File: src/rtl/l2_out_plane_arb_pkg.sv
// rtl/l2_out_plane_arb_pkg.sv - shared types and payload helpers for the L2 outgoing plane arbiter
//
// Purpose: coherence payload types, the plane source tag, the round-robin pointer
// encoding and helpers that build a zero-filled merged plane message per source.
package l2_out_plane_arb_pkg;

  localparam int COH_MSG_W   = 5;
  localparam int CACHE_ID_W  = 4;
  localparam int LINE_ADDR_W = 28;
  localparam int WORDS_PER_LINE = 4;
  localparam int WORD_W      = 32;
  localparam int LINE_W      = WORDS_PER_LINE * WORD_W;

  typedef logic [COH_MSG_W-1:0]      coh_msg_t;
  typedef logic [CACHE_ID_W-1:0]     cache_id_t;
  typedef logic [LINE_ADDR_W-1:0]    line_addr_t;
  typedef logic [LINE_W-1:0]         line_t;
  typedef logic [WORDS_PER_LINE-1:0] word_mask_t;

  // Source tag carried with every plane beat.
  typedef enum logic [1:0] {
    OUT_SRC_REQ = 2'd0,
    OUT_SRC_RSP = 2'd1,
    OUT_SRC_FWD = 2'd2
  } out_src_e;

  // Which of fwd/req is preferred on the next non-response grant.
  typedef enum logic {
    RR_REQ = 1'b0,
    RR_FWD = 1'b1
  } rr_ptr_e;

  // Merged plane payload; fields a source does not carry stay zero.
  typedef struct packed {
    coh_msg_t    coh_msg;
    cache_id_t   req_id;
    logic [1:0]  to_req;
    logic        hprot;
    line_addr_t  addr;
    line_t       line;
    word_mask_t  word_mask;
  } out_msg_t;

  function automatic out_msg_t pack_req(
    input coh_msg_t   coh_msg,
    input logic       hprot,
    input line_addr_t addr,
    input line_t      line,
    input word_mask_t word_mask
  );
    out_msg_t m;
    m           = '0;
    m.coh_msg   = coh_msg;
    m.hprot     = hprot;
    m.addr      = addr;
    m.line      = line;
    m.word_mask = word_mask;
    return m;
  endfunction

  // Used for both responses and forwards: identical field set, no hprot.
  function automatic out_msg_t pack_rsp(
    input coh_msg_t   coh_msg,
    input cache_id_t  req_id,
    input logic [1:0] to_req,
    input line_addr_t addr,
    input line_t      line,
    input word_mask_t word_mask
  );
    out_msg_t m;
    m           = '0;
    m.coh_msg   = coh_msg;
    m.req_id    = req_id;
    m.to_req    = to_req;
    m.addr      = addr;
    m.line      = line;
    m.word_mask = word_mask;
    return m;
  endfunction

endpackage

File: src/rtl/l2_out_plane_arb_grant.sv
// rtl/l2_out_plane_arb_grant.sv - combinational grant and next-state logic for the plane arbiter
//
// Purpose: picks at most one source when the output stage can load, and
// computes the next round-robin pointer and response starvation count.
// Ports:
//   i_load                    output stage can accept a new message this cycle
//   i_req/rsp/fwd_valid       source valids
//   i_rr_ptr, i_starve_cnt    current arbiter state
//   o_gnt_req/rsp/fwd         one-hot (or zero) grant, already qualified by i_load
//   o_nxt_rr_ptr              pointer value for the next edge
//   o_nxt_starve_cnt          counter value for the next edge
module l2_out_plane_grant
  import l2_out_plane_arb_pkg::*;
#(
  parameter int STARVE_MAX = 4,
  parameter int CNT_W      = 4
) (
  input  logic             i_load,
  input  logic             i_req_valid,
  input  logic             i_rsp_valid,
  input  logic             i_fwd_valid,
  input  rr_ptr_e          i_rr_ptr,
  input  logic [CNT_W-1:0] i_starve_cnt,
  output logic             o_gnt_req,
  output logic             o_gnt_rsp,
  output logic             o_gnt_fwd,
  output rr_ptr_e          o_nxt_rr_ptr,
  output logic [CNT_W-1:0] o_nxt_starve_cnt
);

  localparam logic [CNT_W-1:0] STARVE_LIM = CNT_W'(STARVE_MAX);

  logic w_other_valid;
  logic w_under_lim;
  logic w_rsp_win;
  logic w_pick_fwd;

  always_comb begin
    w_other_valid    = i_fwd_valid | i_req_valid;
    w_under_lim      = (i_starve_cnt < STARVE_LIM);
    // Responses win unless they have already starved fwd/req for STARVE_MAX grants.
    w_rsp_win        = i_rsp_valid & (w_under_lim | ~w_other_valid);
    // Preferred side if it is valid, otherwise whichever of the two is.
    w_pick_fwd       = (i_rr_ptr == RR_FWD) ? i_fwd_valid : ~i_req_valid;

    o_gnt_req        = 1'b0;
    o_gnt_rsp        = 1'b0;
    o_gnt_fwd        = 1'b0;
    o_nxt_rr_ptr     = i_rr_ptr;
    o_nxt_starve_cnt = i_starve_cnt;

    if (i_load) begin
      if (w_rsp_win) begin
        o_gnt_rsp = 1'b1;
        // Only count grants that actually kept someone waiting.
        if (w_other_valid && w_under_lim) begin
          o_nxt_starve_cnt = i_starve_cnt + CNT_W'(1);
        end
      end else if (w_other_valid) begin
        o_nxt_starve_cnt = '0;
        if (w_pick_fwd) begin
          o_gnt_fwd    = 1'b1;
          o_nxt_rr_ptr = RR_REQ;
        end else begin
          o_gnt_req    = 1'b1;
          o_nxt_rr_ptr = RR_FWD;
        end
      end
    end
  end

endmodule

File: src/rtl/l2_out_plane_arb.sv
// rtl/l2_out_plane_arb.sv - arbitrates L2 req/rsp/fwd outgoing channels onto one NoC plane
//
// Purpose: single registered output stage fed by a response-priority arbiter
// with a starvation bound and fwd/req round-robin; sustains one beat per cycle.
// Ports:
//   i_clk, i_rst                      clock, asynchronous active-low reset
//   i_req_* / o_req_ready             request channel (coh_msg, hprot, addr, line, word_mask)
//   i_rsp_* / o_rsp_ready             response channel (coh_msg, req_id, to_req, addr, line, word_mask)
//   i_fwd_* / o_fwd_ready             forward channel (same fields as response)
//   o_out_valid, i_out_ready          plane handshake
//   o_out_src                         0=req, 1=rsp, 2=fwd
//   o_out_*                           merged payload, absent fields zero-filled
module l2_out_plane_arb
  import l2_out_plane_arb_pkg::*;
#(
  parameter int STARVE_MAX = 4,
  parameter int CNT_W      = 4
) (
  input  logic                      i_clk,
  input  logic                      i_rst,

  input  logic                      i_req_valid,
  output logic                      o_req_ready,
  input  logic [COH_MSG_W-1:0]      i_req_coh_msg,
  input  logic                      i_req_hprot,
  input  logic [LINE_ADDR_W-1:0]    i_req_addr,
  input  logic [LINE_W-1:0]         i_req_line,
  input  logic [WORDS_PER_LINE-1:0] i_req_word_mask,

  input  logic                      i_rsp_valid,
  output logic                      o_rsp_ready,
  input  logic [COH_MSG_W-1:0]      i_rsp_coh_msg,
  input  logic [CACHE_ID_W-1:0]     i_rsp_req_id,
  input  logic [1:0]                i_rsp_to_req,
  input  logic [LINE_ADDR_W-1:0]    i_rsp_addr,
  input  logic [LINE_W-1:0]         i_rsp_line,
  input  logic [WORDS_PER_LINE-1:0] i_rsp_word_mask,

  input  logic                      i_fwd_valid,
  output logic                      o_fwd_ready,
  input  logic [COH_MSG_W-1:0]      i_fwd_coh_msg,
  input  logic [CACHE_ID_W-1:0]     i_fwd_req_id,
  input  logic [1:0]                i_fwd_to_req,
  input  logic [LINE_ADDR_W-1:0]    i_fwd_addr,
  input  logic [LINE_W-1:0]         i_fwd_line,
  input  logic [WORDS_PER_LINE-1:0] i_fwd_word_mask,

  output logic                      o_out_valid,
  input  logic                      i_out_ready,
  output logic [1:0]                o_out_src,
  output logic [COH_MSG_W-1:0]      o_out_coh_msg,
  output logic [CACHE_ID_W-1:0]     o_out_req_id,
  output logic [1:0]                o_out_to_req,
  output logic                      o_out_hprot,
  output logic [LINE_ADDR_W-1:0]    o_out_addr,
  output logic [LINE_W-1:0]         o_out_line,
  output logic [WORDS_PER_LINE-1:0] o_out_word_mask
);

  logic             r_out_valid;
  out_src_e         r_out_src;
  out_msg_t         r_msg;
  rr_ptr_e          r_rr_ptr;
  logic [CNT_W-1:0] r_starve_cnt;

  logic             w_load;
  logic             w_gnt_req;
  logic             w_gnt_rsp;
  logic             w_gnt_fwd;
  logic             w_any_gnt;
  rr_ptr_e          w_nxt_rr_ptr;
  logic [CNT_W-1:0] w_nxt_starve_cnt;
  out_msg_t         w_req_msg;
  out_msg_t         w_rsp_msg;
  out_msg_t         w_fwd_msg;
  out_msg_t         w_sel_msg;
  out_src_e         w_sel_src;

  // Empty stage, or its content leaves this cycle: a drain plus new grant is a
  // replace, so the plane sees no bubble.
  assign w_load = ~r_out_valid | i_out_ready;

  l2_out_plane_grant #(
    .STARVE_MAX (STARVE_MAX),
    .CNT_W      (CNT_W)
  ) u_grant (
    .i_load           (w_load),
    .i_req_valid      (i_req_valid),
    .i_rsp_valid      (i_rsp_valid),
    .i_fwd_valid      (i_fwd_valid),
    .i_rr_ptr         (r_rr_ptr),
    .i_starve_cnt     (r_starve_cnt),
    .o_gnt_req        (w_gnt_req),
    .o_gnt_rsp        (w_gnt_rsp),
    .o_gnt_fwd        (w_gnt_fwd),
    .o_nxt_rr_ptr     (w_nxt_rr_ptr),
    .o_nxt_starve_cnt (w_nxt_starve_cnt)
  );

  assign w_any_gnt   = w_gnt_req | w_gnt_rsp | w_gnt_fwd;
  assign o_req_ready = w_gnt_req;
  assign o_rsp_ready = w_gnt_rsp;
  assign o_fwd_ready = w_gnt_fwd;

  assign w_req_msg = pack_req(i_req_coh_msg, i_req_hprot, i_req_addr,
                              i_req_line, i_req_word_mask);
  assign w_rsp_msg = pack_rsp(i_rsp_coh_msg, i_rsp_req_id, i_rsp_to_req,
                              i_rsp_addr, i_rsp_line, i_rsp_word_mask);
  assign w_fwd_msg = pack_rsp(i_fwd_coh_msg, i_fwd_req_id, i_fwd_to_req,
                              i_fwd_addr, i_fwd_line, i_fwd_word_mask);

  always_comb begin
    w_sel_msg = r_msg;
    w_sel_src = r_out_src;
    if (w_gnt_rsp) begin
      w_sel_msg = w_rsp_msg;
      w_sel_src = OUT_SRC_RSP;
    end else if (w_gnt_fwd) begin
      w_sel_msg = w_fwd_msg;
      w_sel_src = OUT_SRC_FWD;
    end else if (w_gnt_req) begin
      w_sel_msg = w_req_msg;
      w_sel_src = OUT_SRC_REQ;
    end
  end

  // Arbiter state only advances when the stage loads, so a stalled plane
  // freezes both the output register and the fairness state.
  always_ff @(posedge i_clk or negedge i_rst) begin
    if (!i_rst) begin
      r_out_valid  <= 1'b0;
      r_out_src    <= OUT_SRC_REQ;
      r_msg        <= '0;
      r_rr_ptr     <= RR_FWD;
      r_starve_cnt <= '0;
    end else if (w_load) begin
      r_out_valid  <= w_any_gnt;
      r_rr_ptr     <= w_nxt_rr_ptr;
      r_starve_cnt <= w_nxt_starve_cnt;
      if (w_any_gnt) begin
        r_msg     <= w_sel_msg;
        r_out_src <= w_sel_src;
      end
    end
  end

  assign o_out_valid     = r_out_valid;
  assign o_out_src       = r_out_src;
  assign o_out_coh_msg   = r_msg.coh_msg;
  assign o_out_req_id    = r_msg.req_id;
  assign o_out_to_req    = r_msg.to_req;
  assign o_out_hprot     = r_msg.hprot;
  assign o_out_addr      = r_msg.addr;
  assign o_out_line      = r_msg.line;
  assign o_out_word_mask = r_msg.word_mask;

endmodule

File: config.mk
export PLATFORM = sky130hd
export DESIGN_NAME = l2_out_plane_arb
export DESIGN_NICKNAME = d
export VERILOG_FILES = /design/src/rtl/l2_out_plane_arb_pkg.sv /design/src/rtl/l2_out_plane_arb_grant.sv /design/src/rtl/l2_out_plane_arb.sv
export SDC_FILE = /design/constraint.sdc
export NUM_CORES = 1
export LEC_CHECK = 0
export CORE_AREA = 10 10 259 261
export DETAILED_ROUTE_END_ITERATION = 10
export DIE_AREA = 0 0 269 271
export DONT_BUFFER_PORTS = 1
export MAX_ROUTING_LAYER = met4
export PLACE_DENSITY = 0.4
export SLEW_MARGIN = 10
export SYNTH_ARGS = -nofsm -noshare
export SYNTH_HDL_FRONTEND = slang
export SYNTH_HIERARCHICAL = 1
export SYNTH_SLANG_ARGS = --single-unit
File: constraint.sdc
create_clock -name i_clk -period 7.3 [get_ports i_clk]
set_clock_uncertainty 0.1 [all_clocks]
set_input_delay 2.19 -clock i_clk [delete_from_list [all_inputs] [get_ports i_clk]]
set_output_delay 2.19 -clock i_clk [all_outputs]
set_load 0.02 [all_outputs]
Word level (Yosys, flattened, before mapping). Index checks and enable logic that the tools add are counted.

Reduce and logical (&&, ||, !) cells: 6. Bitwise logic cells: 10. Add/sub/neg operators: 1. Equal/unequal tests: 1. Magnitude comparators: 1. Multiplexer cells: 20.

Operator list (number): $mux W172 (3); $mux W4 (3); $mux W1 (11); $reduce_and A3 Y1 (3); $mux W2 (3); $or A1 B1 Y1 (5); $add A4 B1 Y4 const B (1); $lt A4 B3 Y1 const B (1); $not A1 Y1 (4); $reduce_bool A3 Y1 (1); $ne A2 B2 Y1 const B (1); $reduce_bool A2 Y1 (1); $and A1 B1 Y1 (1); $logic_and A1 B1 Y1 (1).

Word-level logic and storage cells: 50. Bits of input ports: 514. Register bits after elaboration: 180. Output and inout bits: 178.

Depth between registers and ports, before layout. Gate-level depths: netlist of run 1.

Depth after elaboration: 9. Depth in mapped cells: 13. Gate-level depth less buffers: 7.

Hierarchy. The synthesis of run 1 kept the hierarchy.

Modules (own cells, without submodules): l2_out_plane_arb (instances 1, sequential area each 4505.6 um^2, cells each 983, area an instance 11134.4 um^2); l2_out_plane_grant (instances 1, sequential area each 0.0 um^2, cells each 23, area an instance 148.9 um^2).

Least setup slack after synthesis of run 1. OpenSTA, ideal clock, no wires.

Path kind: input to output. From: input i_out_ready. To: output o_req_ready. Cell stages on the path: 6. Data required time: 5010 ps. Path slack: 1662 ps. Buffers on the path: 2. Arrival: 3348 ps. Cells stage by stage: nor2b_4 buf_6 buf_2 clkinv_1 nand2_1 nor3_1.

Longest elaborated chain between the ends: 2.

Ends and longest elaborated chain: from (decl) (line l2_out_plane_arb.sv:49) `input logic i_out_ready,`; $or A1 B1 Y1 (line l2_out_plane_arb.sv:81) `assign w_load = ~r_out_valid | i_out_ready;`; named net w_load (line l2_out_plane_arb.sv:66) `logic w_load;`; $mux W1 (line l2_out_plane_arb_grant.sv:52) `if (i_load) begin`; to (decl) (line l2_out_plane_arb.sv:23) `output logic o_req_ready,`.

The timed path passes the listed nets, and every way through them passes these cells.

Final worst setup path of run 1.
From: input i_out_ready. To: output o_fwd_ready.

Longest elaborated chain between the ends: 2.

Ends and longest elaborated chain: $or A1 B1 Y1 (line l2_out_plane_arb.sv:81); named net w_load (line l2_out_plane_arb.sv:66); $mux W1 (line l2_out_plane_arb_grant.sv:52); to (decl) (line l2_out_plane_arb.sv:40) `output logic o_fwd_ready,`.

The timed path passes the listed nets, and every way through them passes these cells.

==> parameters.txt, run 1 <==
Parameter                              Value

Outcome
  Outcome ... finished clean

Clock network
  Maximum level of the CTS H-tree ... 4
  Cell chosen for the clock root ... clkbuf_16
  Quantity of hold-fixing buffers added after cts ... 0
  Worst-path clk slew ... 0.07 ns
  Cts repair resizes ... 0
  Clock latency at the later pin of the worst-skew pair ... 0.47 ns
  CTS tree ... done
  Number of buffers added by the clock tree synthesis step ... 17
  Setup bufs post-CTS ... 0
  Number of buffers on the longest clock path ... 2
  Total clock sinks ... 180

Worst setup path
  Largest stage delay on the critical path ... 0.39 ns
  Gate family responsible for the most delay along the worst path ... simple AND/OR/NAND/NOR gates
  Worst Setup Path Type ... in2out
  Startpoint type of the worst setup path ... input port
  CP max-delay cell ... and3_4
  Worst Path Max Fanout ... 43
  Cell breakdown of the critical path ... nor2b_4 -> clkinv_1 -> nor2b_2 -> and3_4
  Required time worst endpoint ... 5.01 ns
  Sum of buffers and inverters on the critical path ... 1
  Element type at the critical path end ... output pin
  CP Data Arrival Time ... 3.33 ns

Power
  Power per Cell Area ... 353.5 mW/mm^2
  Peak supply drop ... 0.1429 mV
  Leakage power ... 4.868 nW

Synth
  Simple-gate area share of the yosys netlist ... 1.941%
  Compound-cell area share of the yosys netlist ... 17.38%
  Flip-flop and latch count after synthesis ... 180
  Number of different library cells in the post-synthesis netlist ... 32
  Mux share of post-synthesis cell area ... 34.56%
  Synth async-reset ratio ... 100.0%
  Adder-cell share of the synthesized area ... 0.1109%
  Post-synthesis average cell area ... 11.22 sq um
  XOR/XNOR share of the synthesized area ... 0%
  Predominant post-synthesis flop cell ... dfrtp_1
  Yosys Warn Count ... 6
  Post-synthesis sequential area ratio ... 39.93%
  Net count of the mapped netlist ... 1521
  Synthesized netlist cell count ... 1006
  Number of enable flip-flop cells after synthesis ... 0
  Main combinational cell family by area after synthesis ... multiplexers
  Netlist area before placement ... 0.01128 sq mm

Cells and area
  Nets@finish ... 1454
  Layout cells sized above 1 ... 26.92%
  Area taken by multi-input logic gates ... 0.006102 sq mm
  Sequential standard cell area ... 0.004506 sq mm
  Design Area, Final ... 0.01240 sq mm
  Area growth from synthesis to layout ... 9.902%
  Number of fill cells in the layout ... 6709

Job
  Max-capacitance violation count ... 0

Timing
  Fin. max-slew vios ... 0
  Setup TNS after final layout ... 0 ns
  Measured slew at the worst slew-check pin ... 1.157 ns
  Final period util ... 76.96%
  Number of setup violations in the final report ... 0
  Setup repair after global routing missed its margin ... false
  Final Worst Setup Slack ... 1.682 ns
  Min cycle time layout ... 5.618 ns
  Max Clock Freq ... 0.1780 GHz
  Slew HR ... 22.89%
  Final-report hold violation count ... 0

Placement
  Final HPWL DP ... 34.70 mm
  Port bufs ... 0
  Post-detailed-placement cell area ... 0.01180 sq mm
  Pre-CTS setup slack ... 1.673 ns
  Gpl congestion ... 0.7795

Global routing
  Number of antenna violations at the first check in global routing ... 6
  Via count of the first global-routing pass ... 8430
  Largest net degree at the start of global routing ... 181
  Global-route wire length before repair ... 62.05 mm
  Total routing usage reported by global routing ... 12.02%
  Overall overflow remaining after global route ... 0

Worst hold path
  Worst hold path class ... reg2reg

Detailed routing
  ANT nets after route ... 0
  Average wire per cell in the routed design ... 24.96 microns
  DRC errors left ... 0
  First-iteration detailed-routing DRC count ... 406
  Total number of vias ... 7781
  Drt total wl ... 44.67 mm
  Vias per std cell ... 4.347
  TritonRoute pass-1 iters ... 4

Die
  Std-Cell Core Area ... 0.06160 sq mm
  Top Ports ... 692
  Site row count ... 91
  Die boundary height ... 271 microns
  Full die area ... 0.07290 sq mm
  Initial core utilization ... 18.32%
  Die width ... 269 microns
worst reg2reg max path, delay by kind of cell, from the launching register on:
family	cells	cell delay, ns
mux	2	0.86
simple gates	3	1.06
buf+inv	2	1.04
flops	1	0.48
compound gates	1	0.07
report_power, final:
group	switching, mW	internal, mW
Clock	0.433	0.534
Combinational	0.589	0.483
Sequential	0.939	1.41
Total	1.96	2.42
cells in the mapped netlist, types with 2 or more instances:
master / count / area [sq um]
mux2_4: 101 / 1516
nor2_1: 2 / 7.510
mux2i_1: 165 / 1652
nand2_1: 25 / 93.84
buf_6: 36 / 405.4
a22oi_1: 5 / 37.54
o21ai_2: 41 / 359.1
and3_1: 2 / 12.51
a22o_1: 2 / 17.52
dfrtp_1: 179 / 4479
clkbuf_1: 27 / 101.4
nand2b_1: 2 / 12.51
buf_4: 2 / 15.01
o21ai_1: 128 / 640.6
mux2_2: 65 / 732.0
buf_2: 31 / 155.2
o21ai_0: 178 / 890.9
final timing paths:
| path | start | end | slack, ns | cells after the start |
|---|---|---|---|---|
| worst max-delay path | i_out_ready | o_fwd_ready | 1.68 | 4 |
| worst min-delay path | r_rr_ptr$_DFFE_PN1P_ | r_rr_ptr$_DFFE_PN1P_ | 0.37 | 2 |
| worst max register to register | o_out_valid$_DFFE_PN0P_ | o_out_line[13]$_DFFE_PN0P_ | 3.56 | 8 |
| worst min register to register | r_rr_ptr$_DFFE_PN1P_ | r_rr_ptr$_DFFE_PN1P_ | 0.37 | 2 |
| max in group asynchronous | i_rst | o_out_line[52]$_DFFE_PN0P_ | 5.50 | 0 |
| min in group asynchronous | i_rst | o_out_coh_msg[2]$_DFFE_PN0P_ | 1.31 | 0 |
cell type report:
class,instances,share of cell area (%)
sequential,180,36.33
antenna,2,0.04036
multi-input combinational,728,49.21
clock inverter,9,0.9484
tap,837,8.445
timing repair buffer,11,1.170
inverter,1,0.03027
clock buffer,22,3.824
registers in the layout (all words and copies together), names as in the netlist, 2 cells and up:
| register | flops |
|---|---|
| o_out_req_id | 4 |
| o_out_line | 128 |
| r_starve_cnt | 4 |
| o_out_src | 2 |
| o_out_coh_msg | 5 |
| o_out_word_mask | 4 |
| o_out_addr | 28 |
| o_out_to_req | 2 |
per-stage QoR:
stage	hold slack [ns]	instances	utilization, %	power [mW]
floorplan	0.3438	1006	-	3.077
global placement	0.3616	1757	19.16	3.474
detailed placement	0.3678	1757	19.16	3.493
CTS	0.3782	1788	20.12	4.502
global route	0.4080	1788	20.12	4.687
finish	0.3743	1790	20.13	4.383
cells by family after synthesis:
group                      Yosys count
buffers and inverters               98
and+or+nand+nor                     40
AOI/OAI and AO/OA                  356
adders and majority gates            1
muxes                              331
DFF                                180
layout by cell type (no fill, tap or decap), drive strengths merged, types with 3 or more instances in the layout:
cell,n
o21ai,347
dfrtp,179
mux2,166
mux2i,165
nand2,25
clkbuf,22
buf,11
a22oi,5
inv,4
clkinvlp,3
per-layer routing:
layer / GRT usage [%] / share of wire, % / up-vias
met5: - / 0 / -
li1: - / - / 3541
met2: 20.80 / 51 / 425
met4: 4.021 / 2.0 / 0
met1: 12.11 / 35 / 3771
met3: 4.872 / 11 / 44
(Power assumes the default switching activity.)
==> run 2: changes to the inputs <==
- clock period: 7.3 -> 5.3 ns (I/O delays scaled with it)
==> parameters.txt, run 2 (same netlist as run 1, synthesis figures left out) <==
Parameter                              Value

Worst setup path
  Source of the critical timing path ... i_out_ready
  CP Data Arrival Time ... 2.56 ns
  Worst Setup Path Type ... in2out
  Required time worst endpoint ... 3.61 ns
  Worst Path Max Fanout ... 12
  End point of the critical path ... o_fwd_ready
  Cell depth of the worst flop-to-flop path ... 7
  Reg2Reg Launch Point ... o_out_valid$_DFFE_PN0P_
  Element type at the critical path end ... output pin
  Worst reg2reg path endpoint ... o_out_line[95]$_DFFE_PN0P_
  Setup slack of the worst register-to-register path ... 1.91 ns
  Startpoint type of the worst setup path ... input port

Clock network
  Number of buffers added by the clock tree synthesis step ... 17
  Setup bufs post-CTS ... 0
  Cell chosen for the clock root ... clkbuf_16
  Maximum level of the CTS H-tree ... 4
  Clock latency at the later pin of the worst-skew pair ... 0.48 ns
  Quantity of hold-fixing buffers added after cts ... 0
  Cts repair resizes ... 0
  Worst-path clk slew ... 0.08 ns
  CTS tree ... done
  Total clock sinks ... 180
  Number of buffers on the longest clock path ... 2

Global routing
  Global-route wire length before repair ... 62.89 mm
  Total routing usage reported by global routing ... 12.24%
  Overall overflow remaining after global route ... 0
  Via count of the first global-routing pass ... 8436
  Number of antenna violations at the first check in global routing ... 5
  Largest net degree at the start of global routing ... 181

Detailed routing
  DRC errors left ... 0
  Average wire per cell in the routed design ... 25.50 microns
  ANT nets after route ... 0
  First-iteration detailed-routing DRC count ... 432
  Vias per std cell ... 4.330
  Total number of vias ... 7776
  Drt total wl ... 45.80 mm
  TritonRoute pass-1 iters ... 4

Cells and area
  Nets@finish ... 1460
  Number of fill cells in the layout ... 6685
  Layout cells sized above 1 ... 27.38%
  Core occupancy in the finished layout ... 20.31%
  Highest-count cells in the layout ignoring fill and taps ... dfrtp_1 (179), o21ai_0 (178), mux2i_1 (165)
  Layout Cells excl Fill ... 1796
  Largest register FFs ... 128
  Area growth from synthesis to layout ... 10.87%
  Most frequent standard cell in the layout excluding fill and tap cells ... dfrtp_1

Timing
  Final period util ... 80.24%
  Number of setup violations in the final report ... 0
  Fin. max-slew vios ... 0
  Max Clock Freq ... 0.2351 GHz
  Final Worst Setup Slack ... 1.047 ns
  Measured slew at the worst slew-check pin ... 0.8503 ns
  Final-report hold violation count ... 0
  Setup repair after global routing missed its margin ... false
  Setup TNS after final layout ... 0 ns
  Min cycle time layout ... 4.253 ns
  Slew HR ... 43.32%

Die
  Die width ... 269 microns
  Site row count ... 91
  Die boundary height ... 271 microns
  Top Ports ... 692
  Full die area ... 0.07290 sq mm
  Initial core utilization ... 18.32%
  Std-Cell Core Area ... 0.06160 sq mm

Placement
  DP Cell Count ... 1763
  Final HPWL DP ... 35.48 mm
  Gpl congestion ... 0.7599
  Port bufs ... 0
  Pre-CTS setup slack ... 0.9190 ns

Power
  Seq pwr share ... 53.0%
  Power per Cell Area ... 486.1 mW/mm^2
  Clock share of power ... 21.9%
  Total Power Consumption ... 6.080 mW
  Switching share of power ... 44.88%
  Part of the power in combinational logic ... 25.1%
  Net Switching ... 2.729 mW
  Leakage power ... 4.924 nW
  Internal portion of total power ... 3.351 mW
  Peak supply drop ... 0.2123 mV

Worst hold path
  Hold Path Stages ... 2
  Worst hold path class ... reg2reg

Job
  Max-capacitance violation count ... 0

Outcome
  Outcome ... finished clean
-- run 2: changes by cell type in the layout (fill, tap and decap cells not counted) --
cell / delta
buf_12: +6
clkinvlp_4: -1
clkinv_2: +2
clkbuf_8: -1
-- run 2: worst min path at each step --
stage / startpoint / to / slack [ns]
final: r_rr_ptr$_DFFE_PN1P_ / r_rr_ptr$_DFFE_PN1P_ / 0.38
after global placement: r_rr_ptr$_DFFE_PN1P_ / r_rr_ptr$_DFFE_PN1P_ / 0.36
after floorplan: r_rr_ptr$_DFFE_PN1P_ / r_rr_ptr$_DFFE_PN1P_ / 0.34
after global routing: r_rr_ptr$_DFFE_PN1P_ / r_rr_ptr$_DFFE_PN1P_ / 0.42
after CTS: r_rr_ptr$_DFFE_PN1P_ / r_rr_ptr$_DFFE_PN1P_ / 0.38
after detailed placement: r_rr_ptr$_DFFE_PN1P_ / r_rr_ptr$_DFFE_PN1P_ / 0.37
-- run 2: per-stage QoR --
step,hold slack [ns],cell area (sq um)
floorplan,0.3438,11280
global placement,0.3644,11920
detailed placement,0.3691,11920
CTS,0.3811,12500
global route,0.4196,12500
finish,0.3811,12510
-- run 2: area by class of cell --
cell class | count | area, sq um | area share, %
Sequential cell | 180 | 4506 | 36.02
Inverter | 1 | 3.754 | 0.03001
Multi-Input combinational cell | 728 | 6102 | 48.78
Tap cell | 837 | 1047 | 8.372
Antenna cell | 2 | 5.005 | 0.04001
Clock buffer | 21 | 460.4 | 3.681
Clock inverter | 10 | 120.1 | 0.9602
Timing Repair Buffer | 17 | 265.3 | 2.120
-- run 2: worst max-delay path, stage by stage --
cell and delay [ns]:
nor2b_4 0.12, clkinv_1 0.32, nor2b_2 0.29, and3_4 0.24
-- run 2: power by group through the flow --
stage          Combinational (mW)  Clock (mW)  Sequential, mW
2_1_floorplan                1.31           0            2.93
3_5_place_dp                 1.56           0            3.30
3_3_place_gp                 1.51           0            3.31
5_1_grt                      1.72        1.45            3.33
6_report                     1.52        1.33            3.22
4_1_cts                      1.56        1.40            3.28
-- run 2: routing by layer --
metal	GRT usage [%]	wire (microns)	vias to the layer above	share of wire (%)
met5	-	0	-	0
met4	3.238	418	0	0.91
met3	4.745	5095	28	11
met2	21.79	24210	429	53
met1	12.25	16070	3758	35
li1	-	-	3561	-
